===== config.mk =====
export PLATFORM = sky130hd
export DESIGN_NAME = frame_min_tracker
export DESIGN_NICKNAME = d
export VERILOG_FILES = /design/src/rtl/min_pkg.sv /design/src/rtl/min2_sel.sv /design/src/rtl/frame_min_tracker.sv
export SDC_FILE = /design/constraint.sdc
export NUM_CORES = 1
export LEC_CHECK = 0
export ABC_AREA = 1
export BUFFER_PORTS_ARGS = -buffer_cell sky130_fd_sc_hd__buf_4
export CELL_PAD_IN_SITES_DETAIL_PLACEMENT = 1
export CELL_PAD_IN_SITES_GLOBAL_PLACEMENT = 2
export CORE_MARGIN = 3
export CORE_UTILIZATION = 33
export CTS_CLUSTER_SIZE = 25
export DETAILED_ROUTE_END_ITERATION = 6
export PLACE_DENSITY = 0.85
export SYNTH_ARGS = -nofsm -noshare
export SYNTH_HDL_FRONTEND = slang
export SYNTH_SLANG_ARGS = --single-unit

===== constraint.sdc =====
create_clock -name clk -period 5.25 [get_ports clk]
set_input_delay 0.2625 -clock clk [delete_from_list [all_inputs] [get_ports clk]]
set_output_delay 0.2625 -clock clk [all_outputs]
set_load 0.02 [all_outputs]

===== src/rtl/min_pkg.sv =====
`default_nettype none
// +----------------------------------------------------------------------+
// | Package     : min_pkg                                                |
// | Description : Shared types and default sizing for the frame minimum |
// |               tracker and its compare/select helper.                 |
// | Revision    : 1.0 - initial release                                  |
// +----------------------------------------------------------------------+
package min_pkg;

  // Default sample width (unsigned samples)
  localparam int DEF_W       = 8;
  // Default maximum frame length; a frame is force-closed at this count
  localparam int DEF_MAX_LEN = 16;

  // Frame tracker control states
  typedef enum logic [1:0] {
    ST_IDLE = 2'd0,  // waiting for the first sample of a frame
    ST_ACC  = 2'd1,  // accumulating samples of an open frame
    ST_HOLD = 2'd2   // result presented, waiting for downstream accept
  } state_t;

endpackage : min_pkg
`default_nettype wire


===== src/rtl/min2_sel.sv =====
`default_nettype none
// +----------------------------------------------------------------------+
// | Module      : min2_sel                                               |
// | Description : Two-input unsigned minimum selector. Reports whether   |
// |               y is strictly below x, and passes the smaller value.   |
// |               Ties select x, so an earlier incumbent is kept.        |
// | Revision    : 1.0 - initial release                                  |
// +----------------------------------------------------------------------+
module min2_sel
  import min_pkg::*;
#(
  parameter int W = DEF_W
) (
  input  logic [W-1:0] x,
  input  logic [W-1:0] y,
  output logic         lt,
  output logic [W-1:0] min
);

  // Strict unsigned compare: equal values do not displace the incumbent
  assign lt  = (y < x);
  assign min = lt ? y : x;

endmodule : min2_sel
`default_nettype wire


===== src/rtl/frame_min_tracker.sv =====
`default_nettype none
// +----------------------------------------------------------------------+
// | Module      : frame_min_tracker                                      |
// | Description : Streaming per-frame minimum finder. Accepts framed     |
// |               unsigned samples over valid/ready and reports the      |
// |               smallest value, its first index, the sample count and  |
// |               whether the frame was closed by the length limit.      |
// | Revision    : 1.0 - initial release                                  |
// +----------------------------------------------------------------------+
module frame_min_tracker
  import min_pkg::*;
#(
  parameter  int W       = DEF_W,
  parameter  int MAX_LEN = DEF_MAX_LEN,
  localparam int IW      = $clog2(MAX_LEN)
) (
  input  logic          clk,
  input  logic          rst,
  // sample input
  input  logic          in_valid,
  output logic          in_ready,
  input  logic [W-1:0]  in_data,
  input  logic          in_last,
  // result output
  output logic          out_valid,
  input  logic          out_ready,
  output logic [W-1:0]  out_min,
  output logic [IW-1:0] out_idx,
  output logic [IW:0]   out_cnt,
  output logic          out_trunc
);

  // Sample count at which an open frame is force-closed
  localparam logic [IW:0] c_max_cnt = (IW+1)'(MAX_LEN);

  // ------------------------------------------------------------------
  // State and accumulators
  // ------------------------------------------------------------------
  state_t        r_state;
  state_t        w_state_nxt;

  logic [W-1:0]  r_min_acc;
  logic [W-1:0]  w_min_acc_nxt;
  logic [IW-1:0] r_idx_acc;
  logic [IW-1:0] w_idx_acc_nxt;
  logic [IW:0]   r_cnt;
  logic [IW:0]   w_cnt_nxt;

  // Output register stage
  logic          r_out_valid;
  logic          w_out_valid_nxt;
  logic [W-1:0]  r_out_min;
  logic [W-1:0]  w_out_min_nxt;
  logic [IW-1:0] r_out_idx;
  logic [IW-1:0] w_out_idx_nxt;
  logic [IW:0]   r_out_cnt;
  logic [IW:0]   w_out_cnt_nxt;
  logic          r_out_trunc;
  logic          w_out_trunc_nxt;

  // Datapath helpers
  logic          w_ready;
  logic          w_xfer;
  logic          w_lt;
  logic [W-1:0]  w_sel_min;
  logic [IW-1:0] w_sel_idx;
  logic [IW:0]   w_cnt_inc;
  logic          w_at_max;

  // Input is accepted in every state except while a result is pending
  assign w_ready = (r_state != ST_HOLD);
  assign w_xfer  = in_valid && w_ready;

  // Compare the incoming sample against the running minimum
  min2_sel #(
    .W (W)
  ) u_min2_sel (
    .x   (r_min_acc),
    .y   (in_data),
    .lt  (w_lt),
    .min (w_sel_min)
  );

  // The pre-increment count is the 0-based position of the current sample;
  // in ACC it is at most MAX_LEN-1 and so fits the index width.
  assign w_sel_idx = w_lt ? r_cnt[IW-1:0] : r_idx_acc;
  assign w_cnt_inc = r_cnt + (IW+1)'(1);
  assign w_at_max  = (w_cnt_inc == c_max_cnt);

  // Next-state, accumulator and output-stage decisions
  always_comb begin
    w_state_nxt     = r_state;
    w_min_acc_nxt   = r_min_acc;
    w_idx_acc_nxt   = r_idx_acc;
    w_cnt_nxt       = r_cnt;
    w_out_valid_nxt = r_out_valid;
    w_out_min_nxt   = r_out_min;
    w_out_idx_nxt   = r_out_idx;
    w_out_cnt_nxt   = r_out_cnt;
    w_out_trunc_nxt = r_out_trunc;

    case (r_state)
      ST_IDLE: begin
        if (w_xfer) begin
          // First sample seeds the frame unconditionally
          w_min_acc_nxt = in_data;
          w_idx_acc_nxt = '0;
          w_cnt_nxt     = (IW+1)'(1);
          if (in_last) begin
            // Single-sample frame closes on its first beat
            w_out_valid_nxt = 1'b1;
            w_out_min_nxt   = in_data;
            w_out_idx_nxt   = '0;
            w_out_cnt_nxt   = (IW+1)'(1);
            w_out_trunc_nxt = 1'b0;
            w_state_nxt     = ST_HOLD;
          end else begin
            w_state_nxt     = ST_ACC;
          end
        end
      end

      ST_ACC: begin
        if (w_xfer) begin
          w_min_acc_nxt = w_sel_min;
          w_idx_acc_nxt = w_sel_idx;
          w_cnt_nxt     = w_cnt_inc;
          if (in_last || w_at_max) begin
            // Closing sample's own comparison is included in the result
            w_out_valid_nxt = 1'b1;
            w_out_min_nxt   = w_sel_min;
            w_out_idx_nxt   = w_sel_idx;
            w_out_cnt_nxt   = w_cnt_inc;
            // A sample that is both the limit and last is a normal close
            w_out_trunc_nxt = w_at_max && !in_last;
            w_state_nxt     = ST_HOLD;
          end
        end
      end

      ST_HOLD: begin
        if (out_ready) begin
          // Result taken: release input on the following edge
          w_out_valid_nxt = 1'b0;
          w_min_acc_nxt   = '0;
          w_idx_acc_nxt   = '0;
          w_cnt_nxt       = '0;
          w_state_nxt     = ST_IDLE;
        end
      end

      default: begin
        w_state_nxt = ST_IDLE;
      end
    endcase
  end

  // State register
  always_ff @(posedge clk) begin
    if (rst) begin
      r_state <= ST_IDLE;
    end else begin
      r_state <= w_state_nxt;
    end
  end

  // Accumulator and output register stage; reset discards any partial frame
  always_ff @(posedge clk) begin
    if (rst) begin
      r_min_acc   <= '0;
      r_idx_acc   <= '0;
      r_cnt       <= '0;
      r_out_valid <= 1'b0;
      r_out_min   <= '0;
      r_out_idx   <= '0;
      r_out_cnt   <= '0;
      r_out_trunc <= 1'b0;
    end else begin
      r_min_acc   <= w_min_acc_nxt;
      r_idx_acc   <= w_idx_acc_nxt;
      r_cnt       <= w_cnt_nxt;
      r_out_valid <= w_out_valid_nxt;
      r_out_min   <= w_out_min_nxt;
      r_out_idx   <= w_out_idx_nxt;
      r_out_cnt   <= w_out_cnt_nxt;
      r_out_trunc <= w_out_trunc_nxt;
    end
  end

  assign in_ready  = w_ready;
  assign out_valid = r_out_valid;
  assign out_min   = r_out_min;
  assign out_idx   = r_out_idx;
  assign out_cnt   = r_out_cnt;
  assign out_trunc = r_out_trunc;

endmodule : frame_min_tracker
`default_nettype wire


* After elaboration in Yosys (flattened, before gate mapping) *
Cells that the tools add are included.

word-level totals
  flip-flop bits (word level) = 38
  input bits = 13

operators by class
  add/subtract/negate cells = 1
  order comparisons = 1
  eq/ne operators = 9
  mux-type cells = 46
  reduce and logical (&&, ||, !) cells = 11

operator list
  operator                                                          number
  8-bit 2-to-1 mux                                                  8
  5-bit 2-to-1 mux                                                  7
  4-bit 2-to-1 mux                                                  8
  8-bit case mux with 3 select lines                                1
  8-bit case mux with 2 select lines                                1
  5-bit case mux with 3 select lines                                1
  2-bit != test (second input constant)                             6
  4-bit case mux with 3 select lines                                1
  2-bit 2-to-1 mux                                                  5
  5-bit case mux with 2 select lines                                1
  1-bit 2-to-1 mux                                                  9
  8-bit less-than comparator                                        1
  4-bit case mux with 2 select lines                                1
  4-bit AND reduction                                               2
  2-bit case mux with 3 select lines                                1
  6-bit AND reduction                                               1
  5-bit by 1-bit adder with 5-bit output (second input constant)    1
  5-bit == test (second input constant)                             1
  5-bit AND reduction                                               1
  1-bit case mux with 3 select lines                                1
  3-bit nonzero test                                                1
  2-bit by 1-bit == test with 1-bit output (second input constant)  1
  2-bit == test (second input constant)                             1
  1-bit logical AND                                                 2
  other kinds (5)                                                   5

* Logic depth before layout (Yosys ltp) *
Gate-level depths: netlist of run 1.

  word-level depth = 6
  mapped depth = 12
  depth with buffers taken out = 12

* Modules after synthesis *
From an unflattened synthesis of run 1, not the netlist that was laid out.

second synthesis, totals
  cells, all modules = 337
  area total of the unflattened synthesis = 2,283.4 sq um

by module, submodules not included
  module             times used  cells an instance  area each (sq um)  seq. area each (sq um)
  frame_min_tracker  1           278                1,961.9            760.7
  min2_sel           1           59                 321.6              0.0

* Worst setup path after synthesis of run 1 *
No wires, ideal clock.

  path type = reg2reg
  start point = register r_state[0]
  end point = register r_out_cnt[1] (netlist: out_cnt[1])
  library setup time = 0.115 ns
  arrival = 1.554 ns
  setup slack = 3.581 ns
  cell stages (with the launch flop) = 10
  buffers on the path = 1
  period minus slack after synthesis = 1.669 ns
  cells stage by stage = dfxtp_1 -> inv_1 -> ha_1 -> inv_1 -> nor2_1 -> a211oi_4 -> nand3_4 -> buf_6 -> a21oi_1 -> nor2_1

on the way
  word-level cells in the longest chain between the ends = 4
  elaborated cells between the ends (all ways) = 11

ends and longest elaborated chain
  element                               line                      RTL
  start: declaration                    frame_min_tracker.sv:39   state_t r_state;
  start signal: assignment              frame_min_tracker.sv:163  r_state <= w_state_nxt;
  2-bit != test                         frame_min_tracker.sv:71   assign w_ready = (r_state != ST_HOLD);
  1-bit logical AND                     frame_min_tracker.sv:72   assign w_xfer = in_valid && w_ready;
  2-bit != test (no source line)        --
  5-bit AND reduction (no source line)  --
  end signal: assignment                frame_min_tracker.sv:185  r_out_cnt <= w_out_cnt_nxt;
  end: declaration                      frame_min_tracker.sv:56   logic [IW:0] r_out_cnt;

Several ways; a longest one is shown, not always the timed one.
A chain may end at the register's enable or synchronous reset.

* Worst setup path in the final report of run 1 *
  start point = register r_state[1]
  end point = register r_min_acc[7]

on the way
  word-level cells in the longest chain between the ends = 4
  elaborated cells between the ends (all ways) = 11

ends and longest elaborated chain
  element                               line                      RTL
  2-bit != test                         frame_min_tracker.sv:71
  1-bit logical AND                     frame_min_tracker.sv:72
  2-bit != test (no source line)        --
  4-bit AND reduction (no source line)  --
  end signal: assignment                frame_min_tracker.sv:179  r_min_acc <= w_min_acc_nxt;
  end: declaration                      frame_min_tracker.sv:42   logic [W-1:0] r_min_acc;

Several ways; a longest one is shown, not always the timed one.

==> impl_metrics.json, run 1 <==
{
  "peakVddDrop_mv": 0.188,
  "worst_setup_path_start_kind": "flip-flop",
  "grt_pass1_vias": 2244,
  "hold_viol": 0,
  "clkSinkCount": 38,
  "clkTransAtPathRegs_ns": 0.08,
  "final_cell_mix": "79 x nand2_1, 48 x inv_1, 44 x a21oi_1",
  "cts.repair.resized": 0,
  "clock_path_buffers": 2,
  "max_freq_mhz": 417,
  "ys_top_cells_by_area": "dfxtp_1 34%, nand2_1 13%, a21oi_1 9.7%",
  "min_from": "rst",
  "area_delta_synth_final_pct": 14.3,
  "power_switching_share_pct": 48.6,
  "syn_area_per_cell_um2": 6.67,
  "hp-class": "input port to flip-flop",
  "drc": 0,
  "setup_viol": 0,
  "cts_buffers": 5,
  "wl_mm": 6.15,
  "num_io_pins": 33,
  "clkLatencyLatePin_ns": 0.29,
  "p_per_area_nw_per_um2": 524,
  "synth_top_area_share_pct": 33.6,
  "reg2reg_to": "r_min_acc[7]",
  "antenna-diode-count": 0,
  "p_comb_share_pct": 55.3,
  "antenna_found_initial": 0,
  "critical_path.max_fanout": 34,
  "grt_max_degree": 35,
  "register_area_um2": 761,
  "vias": 2187,
  "p_sw_uw": 660,
  "initial_core_util_pct": 34.9,
  "p_clk_share_pct": 14.3,
  "synth_nets": 366,
  "maxSlewViolCount": 0,
  "finalCoreUtilization_pct": 39.9,
  "seq_area_frac_synth_pct": 33.6,
  "relSlewSlack_pct": 38.6,
  "dp_hpwl_mm": 4.42,
  "maxCapViolCount": 0,
  "crit_path_end_kind": "flip-flop",
  "first_pass_iters": 4,
  "ys_types": 30,
  "finClkSkew_ns": 0.00939,
  "r2r_setup_slack_ns": 2.85,
  "leakagePower_nw": 1.23,
  "post-place-ws_ns": 2.83,
  "period_share_pct": 45.7,
  "port_buffers": 32,
  "syn_area_um2": 2270,
  "hold_buffers": 0,
  "drtIter0Drc": 47,
  "fill_cells": 845,
  "worst_slew_pin_slew_ns": 0.920,
  "rsz0062_at_grt": "false",
  "grt_first_pass_wirelength_mm": 10.5,
  "critPathArrivalTime_ns": 2.57,
  "vias_per_cell": 4.96,
  "r2r_start": "r_state[1]",
  "nets": 390,
  "h-tree-depth": 2,
  "setup_ws_ns": 2.85,
  "yosys.area.top_type": "dfxtp_1",
  "finalSetupTns_ns": 0,
  "critical_path_required_ns": 5.42,
  "synth_warnings": 0,
  "routedWlPerCell_um": 13.9,
  "p_int_uw": 698,
  "cts_root_buffer": "clkbuf_8",
  "place_congestion": 0.771,
  "die_h_um": 88.9,
  "grt_usage_pct": 17.0,
  "fp.coreArea_um2": 6490,
  "post_cts_buffers": 0,
  "layout-drive-gt1-share_pct": 13.5,
  "power.total_mw": 1.36,
  "status": "finished, final reports clean",
  "ant_nets": 0,
  "worstHoldEndpoint": "r_cnt[2]",
  "fp.dieArea_um2": 7900,
  "holdPathStages": 2,
  "holdWs_ns": 0.217,
  "grt-ovfl-total": 0,
  "r2r_cells": 10,
  "synth_seq_cells": 38,
  "final_common_cell": "nand2_1",
  "die_width_um": 88.9,
  "min_period_ns": 2.40,
  "cts_tree": "yes",
  "multi_input_area_um2": 1210,
  "syn_inst": 340,
  "critical_path_class": "flip-flop to flip-flop",
  "p_seq_share_pct": 30.4,
  "rows": 29
}
## cell families after synthesis
kind of cell / Yosys count / share of synthesized area (%)
xor gates and xnor gates: 2 / 1.10
AOI/OAI and AO/OA: 63 / 15.1
DFF: 38 / 33.6
buffers and inverters: 68 / 13.1
adders and majority gates: 13 / 7.17
and+or+nand+nor: 156 / 30.0
## power by group through the flow
stage               logic (mW)  registers, mW  clock network, mW
global route             0.865          0.424              0.215
detailed placement       0.761          0.420                  0
floorplan                0.527          0.455                  0
CTS                      0.764          0.414              0.203
finish                   0.751          0.413              0.194
global placement         0.752          0.417                  0
## Yosys cell counts
cell      instances
a211oi_1          1
a211oi_4          1
a21oi_1          44
a21oi_2           1
buf_1             1
buf_2             5
buf_4             2
buf_6             2
clkbuf_1          5
clkbuf_8          1
clkinv_1          1
dfxtp_1          38
ha_1             13
inv_1            48
inv_2             2
inv_4             1
nand2_1          79
nand2_4           1
nand3_1          24
nand3_2           1
nand3_4           1
nand3b_1          3
nand4_1          10
nor2_1           37
o211ai_1          1
o21a_1            1
o21ai_0          13
o22ai_1           1
xor2_1            1
xor2_2            1
## critical path, cell delays in order, from the launching register on
cell	delay (ns)
dfxtp_1	0.33
inv_1	0.09
ha_1	0.15
buf_4	0.35
inv_4	0.11
nor2_1	0.16
nor2_1	0.05
nand2_1	0.45
inv_2	0.28
o21ai_0	0.23
a21oi_1	0.07
## metrics by stage
stage,cell area [um2],std cells
after detailed placement,2510,434
after floorplan,2270,340
final,2590,441
after global routing,2590,441
after CTS,2590,441
after global placement,2510,434
## area by class of cell
type	count	share of cell area [%]
clock buffer	5	2.66
clock inverter	2	0.386
inverter	52	7.63
multi-input combinational	234	46.7
sequential	38	29.4
tap	77	3.72
timing repair buffer	33	9.56
## how the worst max path moves through the flow
stage / startpoint / endpoint / slack (ns) / cells after the start
2_1_floorplan: r_state[0] / out_cnt[1] / 3.58 / 9
3_3_place_gp: r_state[1] / r_idx_acc[1] / 2.88 / 10
3_5_place_dp: r_state[1] / r_min_acc[7] / 2.83 / 10
4_1_cts: r_state[1] / r_min_acc[7] / 2.83 / 10
5_1_grt: r_state[1] / r_min_acc[2] / 2.55 / 10
6_report: r_state[1] / r_min_acc[7] / 2.85 / 10
## per-layer routing
metal / GRT usage (%) / vias to the layer above / routed length (um)
met5: 0 / - / 0
met2: 29.4 / 26 / 2940
met4: 4.95 / 0 / 47
li1: - / 1128 / -
met3: 3.07 / 4 / 180
met1: 21.6 / 1029 / 2980
## sequential cells by signal (all words and copies together), names as in the netlist
register   count
r_state        2
out_idx        4
r_cnt          5
out_valid      1
r_idx_acc      4
out_min        8
r_min_acc      8
out_cnt        5
out_trunc      1
Note: power is estimated with default switching activity, not from simulation.
==> inputs of run 2 (changes only) <==
--- a/config.mk
+++ b/config.mk
@@ -10,10 +10,10 @@
 export CELL_PAD_IN_SITES_DETAIL_PLACEMENT = 1
 export CELL_PAD_IN_SITES_GLOBAL_PLACEMENT = 2
 export CORE_MARGIN = 3
-export CORE_UTILIZATION = 33
+export CORE_UTILIZATION = 28
 export CTS_CLUSTER_SIZE = 25
 export DETAILED_ROUTE_END_ITERATION = 6
-export PLACE_DENSITY = 0.85
+export PLACE_DENSITY = 0.77
 export SYNTH_ARGS = -nofsm -noshare
 export SYNTH_HDL_FRONTEND = slang
 export SYNTH_SLANG_ARGS = --single-unit
==> constraint.sdc (replaced) <==
create_clock -name clk -period 2.2 [get_ports clk]
set_input_delay 0.11 -clock clk [delete_from_list [all_inputs] [get_ports clk]]
set_output_delay 0.11 -clock clk [all_outputs]
set_load 0.02 [all_outputs]
==> run 2 against run 1 <==
  * Sequential power is 140% higher
  * Maximum frequency is 23% higher
  * Final cell count is 7.7% higher
  * Setup slack worse by 2.6 ns
  * Via count is 0.64% higher
  * Clock power grew to 2.7 times the previous value
  * Utilization is 4.8 points lower
  * Global-route usage is 2.6 points lower
  * First-iteration DRC count stayed put
  * Power grew to 2.6 times the previous value
==> impl_metrics.json, run 2 (synthesized netlist as in run 1, its figures left out) <==
{
  "status": "finished, final reports clean",
  "cts_root_buffer": "clkbuf_8",
  "critical_path.max_fanout": 18,
  "first_pass_iters": 4,
  "hp-class": "input port to flip-flop",
  "hold_buffers": 0,
  "routedWlPerCell_um": 13.2,
  "maxSlewViolCount": 0,
  "cp_num_buf_inv": 3,
  "area_delta_synth_final_pct": 20.7,
  "fp.coreArea_um2": 7810,
  "grt-ovfl-total": 0,
  "antenna-diode-count": 0,
  "r2r_cells": 9,
  "vias_per_cell": 4.63,
  "r2r_setup_slack_ns": 0.26,
  "grt_usage_pct": 14.5,
  "r2r_start": "r_state[0]",
  "die_width_um": 96.0,
  "critical_path_class": "flip-flop to flip-flop",
  "clkLatencyLatePin_ns": 0.30,
  "period_share_pct": 88.3,
  "vias": 2201,
  "layout-drive-gt1-share_pct": 15.5,
  "critical_path_required_ns": 2.44,
  "relSlewSlack_pct": 69.3,
  "grtUsageMet2_pct": 23.9,
  "p_per_area_nw_per_um2": 1270,
  "post_cts_buffers": 0,
  "clkTransAtPathRegs_ns": 0.09,
  "leakagePower_nw": 1.28,
  "grt_max_degree": 34,
  "maxCapViolCount": 0,
  "busiest_layer": "met2",
  "wl_mm": 6.27,
  "crit_chain": "inv_1, ha_1, nor2_1, o22ai_1, inv_1, nand2_1, inv_2, o21ai_0, a21oi_1",
  "min_period_ns": 1.94,
  "dp_hpwl_mm": 4.54,
  "grt_pass1_vias": 2225,
  "worst_slew_pin_slew_ns": 0.460,
  "grt_first_pass_wirelength_mm": 10.4,
  "crit_path_end_kind": "flip-flop",
  "die_h_um": 96.0,
  "met1_usage_pct": 18.8,
  "setup_viol": 0,
  "cp_top_family": "buffers and inverters",
  "critPathArrivalTime_ns": 2.18,
  "rows": 32,
  "clock_path_buffers": 2,
  "port_buffers": 32,
  "use_met3_pct": 3.75,
  "finalCoreUtilization_pct": 35.0,
  "nets": 398,
  "h-tree-depth": 2,
  "fp.dieArea_um2": 9210,
  "min_from": "rst",
  "worstHoldEndpoint": "r_cnt[1]",
  "finalSetupTns_ns": 0,
  "finClkSkew_ns": 0.0144,
  "max_freq_mhz": 515,
  "power.total_mw": 3.48,
  "drc": 0,
  "crit_top_cell": "inv_1",
  "drtIter0Drc": 47,
  "place_congestion": 0.792,
  "final_cell_mix": "79 x nand2_1, 48 x inv_1, 44 x a21oi_1",
  "worst_setup_path_start_kind": "flip-flop",
  "hold_viol": 0,
  "final_common_cell": "nand2_1",
  "reg2reg_to": "r_min_acc[4]",
  "max_stage_delay_ns": 0.37,
  "cts_tree": "yes",
  "multi_input_area_um2": 1210,
  "fill_cells": 1014,
  "num_io_pins": 33,
  "holdPathStages": 2,
  "crit_slowest_cell": "dfxtp_1",
  "ant_nets": 0,
  "cts.repair.resized": 0,
  "register_area_um2": 761,
  "cts_buffers": 5,
  "peakVddDrop_mv": 0.419,
  "clkSinkCount": 38,
  "antenna_found_initial": 0,
  "rsz0062_at_grt": "false",
  "initial_core_util_pct": 29.0
}
## run 2: power by group
group / total, mW / switching [mW] / internal, mW
Clock: 0.529 / 0.277 / 0.253
Combinational: 1.96 / 1.25 / 0.710
Sequential: 0.983 / 0.103 / 0.880
## run 2: worst max-delay path by stage
stage,start,depth (start not counted),slack (ns),to
finish,r_state[0],9,0.26,r_min_acc[4]
global route,r_state[0],9,0.01,r_min_acc[7]
CTS,r_state[0],9,0.19,out_cnt[1]
detailed placement,r_state[0],9,0.20,out_cnt[1]
global placement,r_state[0],9,0.28,out_cnt[1]
floorplan,r_state[0],9,0.53,out_cnt[1]
## run 2: layout make-up
class,instances,share of cell area (%)
tap,102,4.66
sequential,38,27.8
timing repair buffer,41,12.6
clock buffer,6,3.02
clock inverter,2,0.457
inverter,52,7.22
multi-input combinational,234,44.2
## run 2: through the flow
step / hold slack, ns / instance area (um2) / std cells / setup WS, ns
floorplan: 0.308 / 2270 / 340 / 0.531
global placement: 0.376 / 2620 / 466 / 0.276
detailed placement: 0.376 / 2620 / 466 / 0.201
CTS: 0.0480 / 2720 / 474 / 0.192
global route: 0.0483 / 2740 / 475 / 0.0149
finish: 0.0535 / 2740 / 475 / 0.257
## run 2: per-layer routing
metal	vias up	share of wire [%]
li1	1150	-
met1	1022	50
met2	24	46
met3	5	3.1
met4	0	0.96
met5	-	0
